$ cat src/rtl/drr_arb.sv
// Deficit round-robin packet arbiter: visits queues in turn, credits each visit
// with QUANTUM bytes and offers head packets while they fit in the deficit.
module drr_arb #(
  parameter int unsigned PKT_QS_CNT = 4,
  parameter int unsigned QUANTUM    = 500
) (
  input  logic                               clk_i,
  input  logic                               rst_i,
  input  logic [PKT_QS_CNT-1:0]              q_val_i,
  input  logic [PKT_QS_CNT-1:0][15:0]        size_i,
  input  logic                               sel_rdy_i,
  output logic                               sel_val_o,
  output logic [$clog2(PKT_QS_CNT)-1:0]      sel_addr_o,
  output logic [15:0]                        sel_size_o,
  output logic                               round_o
);

  localparam int unsigned AW = $clog2(PKT_QS_CNT);
  localparam int unsigned DW = 17;
  localparam int unsigned SW = 16;
  localparam logic [DW-1:0] QUANT = DW'(QUANTUM);
  localparam logic [AW-1:0] LAST  = AW'(PKT_QS_CNT - 1);

  typedef enum logic [1:0] {
    SCAN  = 2'd0,
    CHECK = 2'd1,
    SEND  = 2'd2
  } state_e;

  state_e                        state_q, state_d;
  logic [AW-1:0]                 ptr_q, ptr_d;
  logic [PKT_QS_CNT-1:0][DW-1:0] def_q, def_d;
  logic                          sel_val_q, sel_val_d;
  logic [AW-1:0]                 sel_addr_q, sel_addr_d;
  logic [SW-1:0]                 sel_size_q, sel_size_d;
  logic                          round_q, round_d;

  logic                          cur_val_c;
  logic [DW-1:0]                 cur_def_c;
  logic [DW-1:0]                 cur_size_c;
  logic                          wrap_c;

  assign cur_val_c  = q_val_i[ptr_q];
  assign cur_def_c  = def_q[ptr_q];
  assign cur_size_c = {1'b0, size_i[ptr_q]};
  assign wrap_c     = (ptr_q == LAST);

  // Next-state and registered-output logic
  always_comb begin
    state_d    = state_q;
    ptr_d      = ptr_q;
    def_d      = def_q;
    sel_val_d  = sel_val_q;
    sel_addr_d = sel_addr_q;
    sel_size_d = sel_size_q;
    round_d    = 1'b0;

    case (state_q)
      SCAN: begin
        if (cur_val_c) begin
          def_d[ptr_q] = cur_def_c + QUANT;
          state_d      = CHECK;
        end else begin
          def_d[ptr_q] = '0;
          ptr_d        = ptr_q + AW'(1);
          round_d      = wrap_c;
        end
      end
      CHECK: begin
        if (!cur_val_c) begin
          def_d[ptr_q] = '0;
          ptr_d        = ptr_q + AW'(1);
          round_d      = wrap_c;
          state_d      = SCAN;
        end else if (cur_size_c <= cur_def_c) begin
          sel_val_d  = 1'b1;
          sel_addr_d = ptr_q;
          sel_size_d = size_i[ptr_q];
          state_d    = SEND;
        end else begin
          // Head does not fit: keep the credit for the next visit
          ptr_d   = ptr_q + AW'(1);
          round_d = wrap_c;
          state_d = SCAN;
        end
      end
      SEND: begin
        // Offer is frozen; inputs are ignored until the handshake
        if (sel_rdy_i) begin
          def_d[ptr_q] = cur_def_c - {1'b0, sel_size_q};
          sel_val_d    = 1'b0;
          state_d      = CHECK;
        end
      end
      default: begin
        state_d = SCAN;
      end
    endcase
  end

  // State and output registers
  always_ff @(posedge clk_i) begin
    if (rst_i) begin
      state_q    <= SCAN;
      ptr_q      <= '0;
      def_q      <= '0;
      sel_val_q  <= 1'b0;
      sel_addr_q <= '0;
      sel_size_q <= '0;
      round_q    <= 1'b0;
    end else begin
      state_q    <= state_d;
      ptr_q      <= ptr_d;
      def_q      <= def_d;
      sel_val_q  <= sel_val_d;
      sel_addr_q <= sel_addr_d;
      sel_size_q <= sel_size_d;
      round_q    <= round_d;
    end
  end

  assign sel_val_o  = sel_val_q;
  assign sel_addr_o = sel_addr_q;
  assign sel_size_o = sel_size_q;
  assign round_o    = round_q;

endmodule
$ cat config.mk
export PLATFORM = sky130hd
export DESIGN_NAME = drr_arb
export DESIGN_NICKNAME = d
export VERILOG_FILES = /design/src/rtl/drr_arb.sv
export SDC_FILE = /design/constraint.sdc
export NUM_CORES = 1
export LEC_CHECK = 0
export CORE_MARGIN = 2
export CORE_UTILIZATION = 50
export DETAILED_ROUTE_END_ITERATION = 12
export GPL_ROUTABILITY_DRIVEN = 0
export PLACE_DENSITY = 0.75
export SYNTH_ARGS = -nofsm -noshare
export SYNTH_HDL_FRONTEND = slang
export SYNTH_SLANG_ARGS = --single-unit
$ cat constraint.sdc
create_clock -name clk_i -period 4.1 [get_ports clk_i]
set_clock_uncertainty 0.15 [all_clocks]
set_input_delay 0.41 -clock clk_i [delete_from_list [all_inputs] [get_ports clk_i]]
set_output_delay 0.41 -clock clk_i [all_outputs]
set_load 0.02 [all_outputs]
==> results of run 1 <==
-- cells by family (layout without fill, tap and decap cells) --
kind of cell / count (synthesis) / in the layout / share of synthesized area [%]
AOI/OAI and AO/OA: 343 / 343 / 30.1
and+or+nand+nor: 282 / 282 / 17.0
buffers and inverters: 110 / 182 / 6.09
DFF: 92 / 92 / 24.1
muxes: 56 / 56 / 13.0
adders and majority gates: 42 / 42 / 6.97
xor gates and xnor gates: 22 / 22 / 2.72
-- metal layers --
layer	track usage (%)	routed length [um]
met3	8.26	3470
met1	45.1	10900
met4	17.6	1480
met5	0	0
met2	51.8	11900
-- stage by stage --
stage / setup WS [ns] / area [um^2] / std cells
after CTS: 0.300 / 9070 / 1207
after global placement: 0.376 / 8790 / 1193
after detailed placement: 0.311 / 8790 / 1193
final: 0.217 / 9070 / 1207
after global routing: 0.0393 / 9070 / 1207
after floorplan: 0.196 / 7650 / 947
-- final cells by class --
type                            count  share of cell area, %
Tap cell                          188                   2.59
Inverter                           41                   1.70
Sequential cell                    92                   20.3
Clock buffer                       11                   2.57
Timing Repair Buffer              127                   13.2
Clock inverter                      3                  0.442
Multi-Input combinational cell    745                   59.1
-- final timing paths --
path / startpoint / to / cells past startpoint
setup / recovery: ptr_q[1] / flop / 13
hold / removal: rst_i / flop / 2
setup reg to reg: ptr_q[1] / flop / 13
hold reg to reg: flop / flop / 2
-- Yosys cell counts (all sizes together) (2+ instances only) --
cell type and instances:
a221o 8, nor4 6, nor2 74, o21bai 4
nor3 17, dfxtp 92, a32o 8, o22ai 2
a221oi 35, o41ai 4, nand2b 10, nand3 29
inv 41, a211oi 20, nand2 107, a32oi 5
nor2b 4, mux2i 21, buf 31, o211ai 17
a22oi 4, a311o 6, mux4 34, xnor2 17
xor2 5, a311oi 5, a2111oi 7, and2 15
or2 3, a21oi 80, or3 3, clkbuf 38
a31oi 10, ha 41, a21o 18, nand3b 2
nand4 4, o31ai 16, and3 5, o21ai 83
a211o 4, o32ai 3
-- worst max-delay path: cells and delay by family, from the launching register on --
family / cells / cell delay, ns
AND/OR/NAND/NOR: 2 / 0.20
buffers and inverters: 3 / 0.40
multiplexers: 1 / 0.54
flip-flops: 1 / 0.43
AO/OA/AOI/OAI: 5 / 1.48
adder cells (fa/ha/maj): 2 / 0.59
==> out/qor.log, run 1 <==
[layout] final core occ 60.1%
[layout] share of final-layout standard cells stronger than drive strength 1 9.81%
[cts] TritonCTS clock tree yes
[critical_path] crit path capture type flop
[critical_path] critical path launch point type flop
[cts] hold buffer count at CTS 0
[sta] worst relative slew slack 12.7%
[logic_synthesis] number of standard cells after synthesis 947
[logic_synthesis] number of different library cells in the post-synthesis netlist 66
[sta] Post-Route Hold Slack 0.317 ns
[critical_path] Critical Path Slowest Stage Cell sky130_fd_sc_hd__mux4_2
[placement] total of buffers placed on input and output ports 90
[layout] FF+latch area 0.00184 mm^2
[floorplan] Die Wd 128 um
[drt] average routed wire per standard cell 23.0 um
[drt] via count 8,406
[logic_synthesis] cell types occupying the most area after synthesis sky130_fd_sc_hd__dfxtp_1 24%, sky130_fd_sc_hd__mux4_2 9.4%, sky130_fd_sc_hd__ha_1 6.7%, sky130_fd_sc_hd__o21ai_0 5.4%, sky130_fd_sc_hd__nand2_1 5.3%
[drt] First-pass DRT Iterations 8
[logic_synthesis] Post-Synthesis Cell Area 0.00765 mm^2
[drt] initial DRC count 1,051
[grt] number of global-route vias before repair 7,983
[critical_path] worst setup slack for register-to-register paths 0.22 ns
[sta] final critical-path share of the clock period 94.7%
[floorplan] boundary pin count 91
[logic_synthesis] number of synthesized flops with an enable pin 0
[logic_synthesis] ys flop type sky130_fd_sc_hd__dfxtp_1
[placement] Final HPWL DP 19,500 um
[critical_path] crit-path cells mux4_2 > inv_1 > ha_1 > inv_1 > fa_1 > a211oi_1 > o21ai_0 > o2111ai_1 > nand2_1 > a311oi_1 > buf_4 > nand2_1 > a311oi_1
[logic_synthesis] post-synth net total 1,060
[logic_synthesis] post-synthesis register bit count 92
[cts] number of setup buffers added after CTS 0
[cts] Sinks on Clock Net 92
[sta] slew at the pin closest to its max-slew limit 1.30 ns
[logic_synthesis] fraction of registers with async set/reset 0%
[cts] depth of the CTS H-tree 3
[sta] Final Critical Period 3.88 ns
[cts] total of cells resized after clock tree synthesis 0
[drt] drc violations 0
[sta] setup TNS 0 ns
[layout] P&R area growth vs syn 18.5%
[layout] most frequent cells in the layout 107 x sky130_fd_sc_hd__nand2_1, 90 x sky130_fd_sc_hd__dfxtp_1, 89 x sky130_fd_sc_hd__clkdlybuf4s50_1, 83 x sky130_fd_sc_hd__o21ai_0, 79 x sky130_fd_sc_hd__a21oi_1
[logic_synthesis] post-synth top area share 24.1%
[cts] clock buffers created by TritonCTS 9
[cts] clock tree root buffer cell sky130_fd_sc_hd__clkbuf_16
[layout] most common library cell in the layout ignoring fill and taps sky130_fd_sc_hd__nand2_1
[grt] initial antenna violation count 0
[grt] remaining global-route overflow 0
[floorplan] Die ar. 0.0163 mm^2
[sta] # setup viols final 0
[critical_path] Required @ worst endpoint 4.21 ns
[grt] wire length of the first global-routing pass 43,300 um
[critical_path] signal arrival time at the worst endpoint 4.00 ns
[sta] Max Clk Rate 0.258 GHz
[cts] buffer depth of the longest clock path 2
[logic_synthesis] Yosys top cell by area sky130_fd_sc_hd__dfxtp_1
[logic_synthesis] share of synthesized area occupied by flip-flops and latches 24.1%
[sta] unrepaired setup endpoints after global routing false
[critical_path] delay of the slowest critical-path stage 0.54 ns
[logic_synthesis] synth warn 0
[floorplan] vertical die dimension 128 um
[drt] drt via density 6.96
[logic_synthesis] per-instance average area after synthesis 8.08 um^2
[sta] Final Max Tran Viols 0
[worst_hold_path] Hold Crit Class input port to flop
[grt] maximum number of pins on one net before global-route repair 57
[floorplan] number of placement rows 45
[floorplan] floorplan core area 0.0151 mm^2
[drt] Routed Wire Length 27,700 um
[critical_path] highest fanout seen on the critical path 5
[grt] overall global routing resource usage 34.1%
[drt] number of routed nets with antenna violations 0
[critical_path] critical path start-end classification flop to flop
[cts] clock edge transition at the registers on the reported setup and hold paths 0.07 ns
[cts] Skew-Pair Late Insertion Delay 0.36 ns
[layout] Total Nets Final 1,129
[layout] number of inserted diodes 0
[sta] hold violation total from the final report 0
[layout] layout filler cell count 1,349
[status] status finished, final reports clean
[floorplan] Starting Density 50.7%
[flow_run] total of max-cap violations 0
[layout] area of combinational cells with multiple inputs 0.00536 mm^2
Power of run 1 is not shown: default switching activity piles up to over one toggle a cycle in this logic, so the estimate is an artifact.
==> run 2: changes to the inputs <==
--- a/config.mk
+++ b/config.mk
@@ -9,7 +9,7 @@
 export CORE_UTILIZATION = 50
 export DETAILED_ROUTE_END_ITERATION = 12
 export GPL_ROUTABILITY_DRIVEN = 0
-export PLACE_DENSITY = 0.75
+export PLACE_DENSITY_LB_ADDON = 0.05
 export SYNTH_ARGS = -nofsm -noshare
 export SYNTH_HDL_FRONTEND = slang
 export SYNTH_SLANG_ARGS = --single-unit
==> out/qor.log, run 2 (synthesized netlist as in run 1, its figures left out) <==
[status] status finished, final reports clean
[floorplan] Starting Density 50.7% [unchanged]
[layout] final core occ 60.3% [+0.22 points]
[layout] number of inserted diodes 0 [unchanged]
[sta] Max Clk Rate 0.259 GHz [+0.43%]
[sta] Final Critical Period 3.87 ns [-0.0167 ns]
[cts] clock edge transition at the registers on the reported setup and hold paths 0.06 ns [about the same]
[drt] drc violations 0 [unchanged]
[layout] most common library cell in the layout ignoring fill and taps sky130_fd_sc_hd__nand2_1
[worst_hold_path] Hold Crit Class flop to flop
[sta] Final Max Tran Viols 0 [unchanged]
[grt] overall global routing resource usage 34.9% [+0.85 points]
[drt] via count 8,331 [-0.89%]
[placement] total of buffers placed on input and output ports 90 [unchanged]
[layout] most frequent cells in the layout 107 x sky130_fd_sc_hd__nand2_1, 90 x sky130_fd_sc_hd__dfxtp_1, 89 x sky130_fd_sc_hd__clkdlybuf4s50_1, 82 x sky130_fd_sc_hd__o21ai_0, 78 x sky130_fd_sc_hd__a21oi_1
[cts] clock buffers created by TritonCTS 9 [unchanged]
[critical_path] kind of cell adding the most delay to the critical path compound AO/OA/AOI/OAI gates
[placement] Final HPWL DP 20,000 um [+2.5%]
[flow_run] total of max-cap violations 0 [unchanged]
[critical_path] delay of the slowest critical-path stage 0.56 ns [+0.02 ns]
[layout] Total Nets Final 1,133 [+0.35%]
[grt] remaining global-route overflow 0 [unchanged]
[cts] number of setup buffers added after CTS 0 [unchanged]
[sta] unrepaired setup endpoints after global routing false
[cts] depth of the CTS H-tree 3 [unchanged]
[sta] worst relative slew slack 32.8% [+20 points]
[layout] final instance area 0.00910 mm^2 [+0.36%]
[drt] First-pass DRT Iterations 6 [-2]
[cts] buffer depth of the longest clock path 2 [unchanged]
[drt] initial DRC count 1,064 [+1.2%]
[sta] # setup viols final 0 [unchanged]
[drt] average routed wire per standard cell 23.5 um [+2.4%]
[critical_path] critical path buffer and inverter count 2 [-1]
[sta] setup TNS 0 ns [unchanged]
[worst_hold_path] Hold Path Stages 2 [unchanged]
[floorplan] Die ar. 0.0163 mm^2 [unchanged]
[layout] P&R area growth vs syn 19.0%
[critical_path] highest fanout seen on the critical path 20 [+15]
[floorplan] floorplan core area 0.0151 mm^2 [unchanged]
[layout] share of final-layout standard cells stronger than drive strength 1 10.9% [+1.1 points]
[critical_path] crit-path cells buf_4 > mux4_2 > ha_1 > a21o_1 > a21o_1 > a211oi_1 > o32ai_1 > o41ai_2 > buf_12 > mux2i_1 > nor2_1
[floorplan] number of placement rows 45 [unchanged]
[sta] final critical-path share of the clock period 94.3% [-0.41 points]
[sta] Post-Route Hold Slack 0.338 ns [+0.0217 ns]
[critical_path] Critical Path Slowest Stage Cell sky130_fd_sc_hd__dfxtp_2
[floorplan] Die Wd 128 um [unchanged]
[critical_path] worst r2r path cells 11 [-2]
[floorplan] vertical die dimension 128 um [unchanged]
[critical_path] signal arrival time at the worst endpoint 3.94 ns [-0.06 ns]
[floorplan] boundary pin count 91 [unchanged]
[cts] Skew-Pair Late Insertion Delay 0.36 ns [about the same]
[drt] number of routed nets with antenna violations 0 [unchanged]
[grt] maximum number of pins on one net before global-route repair 102 [+79%]
[cts] Sinks on Clock Net 92 [unchanged]
[critical_path] Most Frequent Cell on Critical Path sky130_fd_sc_hd__a21o_1
[cts] clock tree root buffer cell sky130_fd_sc_hd__clkbuf_16
[critical_path] Required @ worst endpoint 4.18 ns [-0.03 ns]
[critical_path] crit path capture type flop
[critical_path] timing startpoint of the critical path ptr_q[0]
[grt] initial antenna violation count 0 [unchanged]
[critical_path] worst setup slack for register-to-register paths 0.23 ns [+0.02 ns]
[critical_path] Crit Reg-Reg Startpoint ptr_q[0]
[drt] Routed Wire Length 28,500 um [+2.9%]
[critical_path] critical path start-end classification flop to flop
[critical_path] reg2reg end sel_addr_o[1]
[placement] placed cell area 0.00882 mm^2 [+0.31%]
[sta] slew at the pin closest to its max-slew limit 1.01 ns [-0.296 ns]
[sta] hold violation total from the final report 0 [unchanged]
[critical_path] critical path launch point type flop
[grt] wire length of the first global-routing pass 43,900 um [+1.2%]
[cts] TritonCTS clock tree yes
[drt] drt via density 6.87 [-1.4%]
[grt] number of global-route vias before repair 7,850 [-1.7%]
run 2: cell types whose count changed in the layout (fill, tap and decap cells not counted), sizes merged:
cell | before | now
buf | 38 | 42
clkinv | 2 | 4
bufinv | 1 | 0
clkinvlp | 0 | 1
run 2: stage by stage:
step	std cells	setup WS [ns]
2_1_floorplan	947	0.196
3_3_place_gp	1197	0.168
3_5_place_dp	1197	0.108
4_1_cts	1213	0.0881
5_1_grt	1213	0.101
6_report	1213	0.233
run 2: final cells by class:
cell class              count  area [um^2]
fillers                  1376         5990
multi-input cells         745         5380
repair buffers            131         1220
flip-flops and latches     92         1850
well taps                 188          235
clock buffers              11          243
clock inverters             5         27.5
inverters                  41          154
run 2: worst register-to-register path, stage by stage, from the launching register on:
cell and delay (ns):
sky130_fd_sc_hd__dfxtp_2 0.56, sky130_fd_sc_hd__buf_4 0.24, sky130_fd_sc_hd__mux4_2 0.52, sky130_fd_sc_hd__ha_1 0.32
sky130_fd_sc_hd__a21o_1 0.18, sky130_fd_sc_hd__a21o_1 0.17, sky130_fd_sc_hd__a211oi_1 0.45, sky130_fd_sc_hd__o32ai_1 0.20
sky130_fd_sc_hd__o41ai_2 0.42, sky130_fd_sc_hd__buf_12 0.24, sky130_fd_sc_hd__mux2i_1 0.23, sky130_fd_sc_hd__nor2_1 0.05
run 2: what timing repair did:
item / 4_1_cts / 5_1_grt
hold buffers: 0 / 0
gates resized for setup: 0 / 5
endpoints found under the setup margin: 0 / 15
run 2: worst max path at each step:
stage | slack (ns) | end | cells after the start
global placement | 0.17 | ptr_q[0] | 11
finish | 0.23 | sel_addr_o[1] | 11
CTS | 0.09 | ptr_q[0] | 11
floorplan | 0.20 | flop | 15
detailed placement | 0.11 | ptr_q[0] | 11
global route | 0.10 | sel_size_o[10] | 13
run 2: routing by layer:
metal / up-vias / routed length, um / share of wire [%] / GRT usage [%]
met1: 3871 / 11600 / 41 / 46.6
met2: 595 / 12200 / 43 / 52.9
met3: 130 / 3000 / 11 / 6.34
met5: - / 0 / 0 / 0
li1: 3735 / - / - / -
met4: 0 / 1820 / 6.4 / 20.9
Power of run 2 is left out for the same reason.
==> run 3: changes to the inputs <==
--- a/config.mk
+++ b/config.mk
@@ -9,7 +9,7 @@
 export CORE_UTILIZATION = 50
 export DETAILED_ROUTE_END_ITERATION = 12
 export GPL_ROUTABILITY_DRIVEN = 0
-export PLACE_DENSITY_LB_ADDON = 0.05
+export PLACE_DENSITY = 0.75
 export SYNTH_ARGS = -nofsm -noshare
 export SYNTH_HDL_FRONTEND = slang
 export SYNTH_SLANG_ARGS = --single-unit
==> results of run 3 <==
No change in the layout: final DEF, timing and power equal those of run 1.
Power of run 3 is left out for the same reason.
